`src/rtl/rfifo_fwft_out.sv`:
```
// rfifo_fwft_out: read-side output stage of the asynchronous FIFO.
// Issues read increments from registered state only, captures the word the
// FIFO memory presents, and holds up to two words in a first-word-fall-through
// buffer feeding a valid/ready stream.
// Optional build macro RFIFO_RD_CNT_EN adds a 16-bit wrapping pop counter rd_cnt.
module rfifo_fwft_out #(
  parameter int DATA_WIDTH = 8
) (
  input  logic                  rclk,
  input  logic                  rrst,
  input  logic                  rempty,
  input  logic [DATA_WIDTH-1:0] rdata,
  output logic                  rinc,
  output logic                  dout_valid,
  input  logic                  dout_ready,
  output logic [DATA_WIDTH-1:0] dout,
  output logic [1:0]            occ
`ifdef RFIFO_RD_CNT_EN
  ,
  output logic [15:0]           rd_cnt
`endif
);

  // Buffer occupancy doubles as the state encoding.
  typedef enum logic [1:0] {
    EMPTY = 2'd0,
    ONE   = 2'd1,
    TWO   = 2'd2
  } state_t;

  state_t                state;
  state_t                state_next;
  logic [DATA_WIDTH-1:0] head;
  logic [DATA_WIDTH-1:0] head_next;
  logic [DATA_WIDTH-1:0] skid;
  logic [DATA_WIDTH-1:0] skid_next;
  logic                  push;
  logic                  pop;

  // Read request depends only on registered empty flag, occupancy and reset,
  // so the consumer's ready never reaches rinc combinationally.
  always_comb begin
    rinc       = !rempty && (state != TWO) && !rrst;
    push       = rinc;
    dout_valid = (state != EMPTY);
    pop        = dout_valid && dout_ready;
    dout       = head;
    occ        = state;
  end

  // Next-state and data-path selection for the two-entry buffer.
  always_comb begin
    state_next = state;
    head_next  = head;
    skid_next  = skid;
    case (state)
      EMPTY: begin
        if (push) begin
          state_next = ONE;
          head_next  = rdata;
        end
      end
      ONE: begin
        if (push && pop) begin
          head_next = rdata;
        end else if (push) begin
          state_next = TWO;
          skid_next  = rdata;
        end else if (pop) begin
          state_next = EMPTY;
        end
      end
      TWO: begin
        if (pop) begin
          state_next = ONE;
          head_next  = skid;
        end
      end
      default: begin
        state_next = EMPTY;
      end
    endcase
  end

  // State and data registers; reset discards every buffered word.
  always_ff @(posedge rclk) begin
    if (rrst) begin
      state <= EMPTY;
      head  <= '0;
      skid  <= '0;
    end else begin
      state <= state_next;
      head  <= head_next;
      skid  <= skid_next;
    end
  end

`ifdef RFIFO_RD_CNT_EN
  // Free-running count of words handed to the consumer, wrapping at 16 bits.
  always_ff @(posedge rclk) begin
    if (rrst) begin
      rd_cnt <= 16'd0;
    end else if (pop) begin
      rd_cnt <= rd_cnt + 16'd1;
    end
  end
`endif

endmodule

```
`config.mk`:
```
export PLATFORM = sky130hd
export DESIGN_NAME = rfifo_fwft_out
export DESIGN_NICKNAME = d
export VERILOG_FILES = /design/src/rtl/rfifo_fwft_out.sv
export SDC_FILE = /design/constraint.sdc
export NUM_CORES = 1
export LEC_CHECK = 0
export CORE_MARGIN = 2
export CORE_UTILIZATION = 49
export CTS_BUF_LIST = sky130_fd_sc_hd__clkbuf_8
export DETAILED_ROUTE_END_ITERATION = 7
export GPL_TIMING_DRIVEN = 0
export PLACE_DENSITY_LB_ADDON = 0.25
export SYNTH_ARGS = -nofsm -noshare
export SYNTH_HDL_FRONTEND = slang
export SYNTH_SLANG_ARGS = --single-unit
```
`constraint.sdc`:
```
create_clock -name rclk -period 1.98 [get_ports rclk]
set_clock_uncertainty 0.2 [all_clocks]
set_input_delay 0.396 -clock rclk [delete_from_list [all_inputs] [get_ports rclk]]
set_output_delay 0.396 -clock rclk [all_outputs]
set_load 0.03 [all_outputs]
```
# Word level (Yosys, flattened, before mapping)

Index checks and enable logic that the tools add are counted.

Input port bits: 12
Bits in latches: 0
Bits in read-only memories: 0
Bits in registers: 18
Memories: 0
Memory bits (writable): 0

Divide/modulo/power cells: 0
Multipliers: 0
Equality and inequality tests: 8
$add $sub $neg: 0
Reduce and logical (&&, ||, !) cells: 12
Shifts and indexed selects: 0
$lt $le $gt $ge: 0
Bitwise operators: 1
Muxes and demuxes: 10

Operators by type and width:

| kind               | number |
|---|---|
| $mux 8             | 3 |
| $pmux 8 s3         | 1 |
| $mux 2             | 5 |
| $ne 2x2->1 const B | 5 |
| $reduce_and 4->1   | 2 |
| $pmux 2 s3         | 1 |
| $logic_and 1x1->1  | 4 |
| $ne 3x3->1 const B | 1 |
| $reduce_and 3->1   | 1 |
| $reduce_bool 3->1  | 1 |
| $eq 2x1->1 const B | 1 |
| $eq 2x2->1 const B | 1 |
| $logic_not 1->1    | 2 |
| $logic_not 2->1    | 1 |
| $reduce_bool 2->1  | 1 |
| $not 1->1          | 1 |

# Logic depth before layout (Yosys ltp)

Depth in word-level cells: 6
Mapped depth: 5
Gate-level depth less buffers: 3

# Worst setup path after synthesis

OpenSTA, ideal clock, no wires.

Path kind: register to output
Start: reg state[0], in the netlist occ[0]
End: out rinc
Path buffers: 1
Data required time: 1384 ps
Cell stages (with the launch flop): 4
Slack: 82 ps
Data arrival time: 1302 ps
Cell sequence: dfxtp_1 nand2b_1 buf_2 and2_1

Cells in the longest elaborated chain, start to end: 3

RTL lines:

| item                            | line | source |
|---|---|---|
| start, declared                 | 31   | `state_t state;` |
| start signal, assigned          | 92   | `state <= state_next;` |
| $ne 2x2->1                      | 43   | `rinc = !rempty && (state != TWO) && !rrst;` |
| $logic_and 1x1->1 (2 in series) | 43   |  |
| end, declared                   | 13   | `output logic rinc,` |

No other way between the ends.

# Worst setup path in the final report

Start: in rrst
End: out rinc

Cells in the longest elaborated chain, start to end: 2

RTL lines:

| item              | line | source |
|---|---|---|
| start, declared   | 10   | `input logic rrst,` |
| $logic_not 1->1   | 43   |  |
| $logic_and 1x1->1 | 43   |  |

No other way between the ends.

==> flow_metrics.env <==
export IMPL_combPwrFrac=0.213
export IMPL_cts_tree="built"
export IMPL_ys_warn_count=0
export IMPL_powerDensity_nw_per_um2=715
export IMPL_dp_cells=142
export IMPL_power_switching_uw=240
export IMPL_p_int_uw=645
export IMPL_relSlewSlack=0.717
export IMPL_diodes=0
export IMPL_syn_cell_area_um2=893
export IMPL_track_usage=0.217
export IMPL_antenna_found_initial=0
export IMPL_worst_pin_slew_ns=0.424
export IMPL_clockBufferDepth=2
export IMPL_hpwl_um=1400
export IMPL_status="finished clean"
export IMPL_netSwitchingFraction=0.271
export IMPL_yosysUniqueCellTypes=23
export IMPL_postRouteAntennaNets=0
export IMPL_fin_crit_sh=0.984
export IMPL_drt_iter0_drc=19
export IMPL_synth_nets=107
export IMPL_wirelength_um=2150
export IMPL_areaGrowthSynthToFinish_pct=38.5
export IMPL_maxSlewViolCount=0
export IMPL_rsz0062_at_grt="no"
export IMPL_path_cells="clkdlybuf4s50_1 > nor2_4 > and2_1 > buf_2"
export IMPL_hold_path_class="input port to flip-flop"
export IMPL_grt_pass1_vias=720
export IMPL_critical_path_max_fanout=3
export IMPL_clkPwrFrac=0.343
export IMPL_first_pass_iters=4
export IMPL_clk_pin_slew_worst_paths_ns=0.07
export IMPL_synth_cells=95
export IMPL_cap_viol_max_count=0
export IMPL_avgSynthCellArea_um2=9.40
export IMPL_crit_path_top_delay_cell="clkdlybuf4s50_1"
export IMPL_critPathMaxStageDelay_ns=0.48
export IMPL_cp_num_buf_inv=2
export IMPL_hold_viol=0
export IMPL_design_core_area_um2=1730
export IMPL_seqPwrFrac=0.444
export IMPL_io_pins=24
export IMPL_postCtsHoldBufs=0
export IMPL_portBuffers=22
export IMPL_min_period_ns=1.95
export IMPL_endpoint_kind="output pin"
export IMPL_dieArea_um2=2180
export IMPL_peakVddDrop_uv=448
export IMPL_overflow=0
export IMPL_grt_first_pass_wirelength_um=3280
export IMPL_die_y_um=46.7
export IMPL_htreeDepth=1
export IMPL_postLayoutCoreUtil=0.717
export IMPL_ys_seq_elements=18
export IMPL_cp_arrival_ns=1.35
export IMPL_power_total_uw=885
export IMPL_worstSkewPairLatency_ns=0.25
export IMPL_ys_seq_area_frac=0.403
export IMPL_clock_fmax_ghz=0.513
export IMPL_route_detailed_drc=0
export IMPL_path_class="input port to output pin"
export IMPL_core_rowCount=15
export IMPL_finalSetupViolations=0
export IMPL_nFillCells=145
export IMPL_r2r_setup_slack_ns=0.39
export IMPL_instances_no_fill=148
export IMPL_fin_setup_tns_ns=0
export IMPL_place_congestion=0.744
export IMPL_wire_per_inst_um=14.5
export IMPL_start_kind="input port"
export IMPL_drt_vias_per_instance=5.57
export IMPL_grt_max_degree=11
export IMPL_root_buffer="clkbuf_8"
export IMPL_cts_sinks=18
export IMPL_final_nets=136
export IMPL_drive_above_1_share=0.179
export IMPL_crit_family="buffers and inverters"
export IMPL_vias=825
export IMPL_start_util=0.517
export IMPL_cts_made_buffers=3
export IMPL_required_ns=1.38
export IMPL_die_w_um=46.7
export IMPL_leakage_nw=0.527
final timing paths:
path	from	end	cells past startpoint
worst max register to register	occ[0]	skid[4]	4
worst min register to register	skid[6]	skid[6]	2
worst max-delay path	rrst	rinc	4
worst min-delay path	rempty	occ[0]	3
state kept, by name (all words and copies together), names as in the netlist:
name	cells
dout	8
occ	2
skid	8
worst reg2reg max path, delay by kind of cell (launching register included):
kind | cells | cell delay, ns
AND/OR/NAND/NOR | 1 | 0.45
flip-flops | 1 | 0.41
AO/OA/AOI/OAI | 2 | 0.22
buffers and inverters | 1 | 0.19
cell usage in the layout, fill, tap and decap left out, types with 2 or more instances in the layout:
| cell type | instances |
|---|---|
| clkdlybuf4s50_1 | 17 |
| buf_4 | 2 |
| clkbuf_8 | 4 |
| buf_2 | 6 |
| and3b_1 | 2 |
| dfxtp_1 | 17 |
| mux2i_1 | 8 |
| dlymetal6s2s_1 | 3 |
| o21ai_1 | 9 |
| nand3_1 | 9 |
| a311oi_1 | 8 |
| nand2b_1 | 2 |
| nor2b_1 | 2 |
| buf_6 | 2 |
| a211oi_1 | 9 |
| a21oi_1 | 9 |
synthesized netlist by cell type:
master    instances  area (um2)
or4b_1            1        10.0
and3b_1           2        17.5
nor4b_4           1        23.8
nor2_1            1        3.75
inv_1             1        3.75
clkbuf_2          1        5.00
mux2i_1           8        80.1
nand3_1           9        45.0
nand2b_1          2        12.5
buf_2             6        30.0
a311oi_1          8        70.1
a211oi_1          9        67.6
inv_2             1        3.75
or2_1             1        6.26
a31o_4            1        17.5
a211o_1           1        8.76
a21oi_1           9        45.0
buf_6             1        11.3
and2_1            1        6.26
dfxtp_1          18         360
clkbuf_1          2        7.51
o21ai_1           9        45.0
nor2b_1           2        12.5
cell families after synthesis:
family          count (synthesis)  share of synthesized area
mux                             8                     0.0896
simple gates                   20                      0.154
flops                          18                      0.403
compound gates                 37                      0.284
buf+inv                        12                     0.0686
timing repair:
| action | CTS | global route |
|---|---|---|
| setup buffers | 1 | 1 |
| endpoints found under the hold margin | 0 | 0 |
| gates cloned | 0 | 0 |
| resized for setup | 14 | 5 |
| endpoints found under the setup margin | 3 | 11 |
| pin swaps | 1 | 1 |
power by group through the flow:
stage / Sequential, mW / Clock [mW] / Combinational (mW)
floorplan: 0.430 / 0 / 0.0781
CTS: 0.393 / 0.314 / 0.188
finish: 0.393 / 0.303 / 0.189
global placement: 0.400 / 0 / 0.181
detailed placement: 0.401 / 0 / 0.183
global route: 0.395 / 0.325 / 0.202
final cells by class:
| class | instances | area [um2] | share of cell area |
|---|---|---|---|
| repair buffers | 24 | 239 | 0.193 |
| clock buffers | 4 | 55.1 | 0.0445 |
| plain buffers | 10 | 63.8 | 0.0516 |
| inverters | 2 | 7.51 | 0.00607 |
| multi-input cells | 65 | 479 | 0.387 |
| flip-flops and latches | 18 | 362 | 0.292 |
| well taps | 25 | 31.3 | 0.0253 |
routing by layer:
layer	wire length (um)	GRT usage
met5	0	0
met4	40	0.100
met1	963	0.263
met2	1020	0.364
met3	116	0.0510
through the flow:
step	setup slack [ns]	instance area, um2	hold slack, ns
floorplan	0.0822	893	0.258
global placement	-0.821	1140	0.263
detailed placement	-0.821	1140	0.270
CTS	0.00244	1220	0.252
global route	0.00113	1240	0.273
finish	0.0310	1240	0.257
Note: power is estimated with default switching activity, not from simulation.
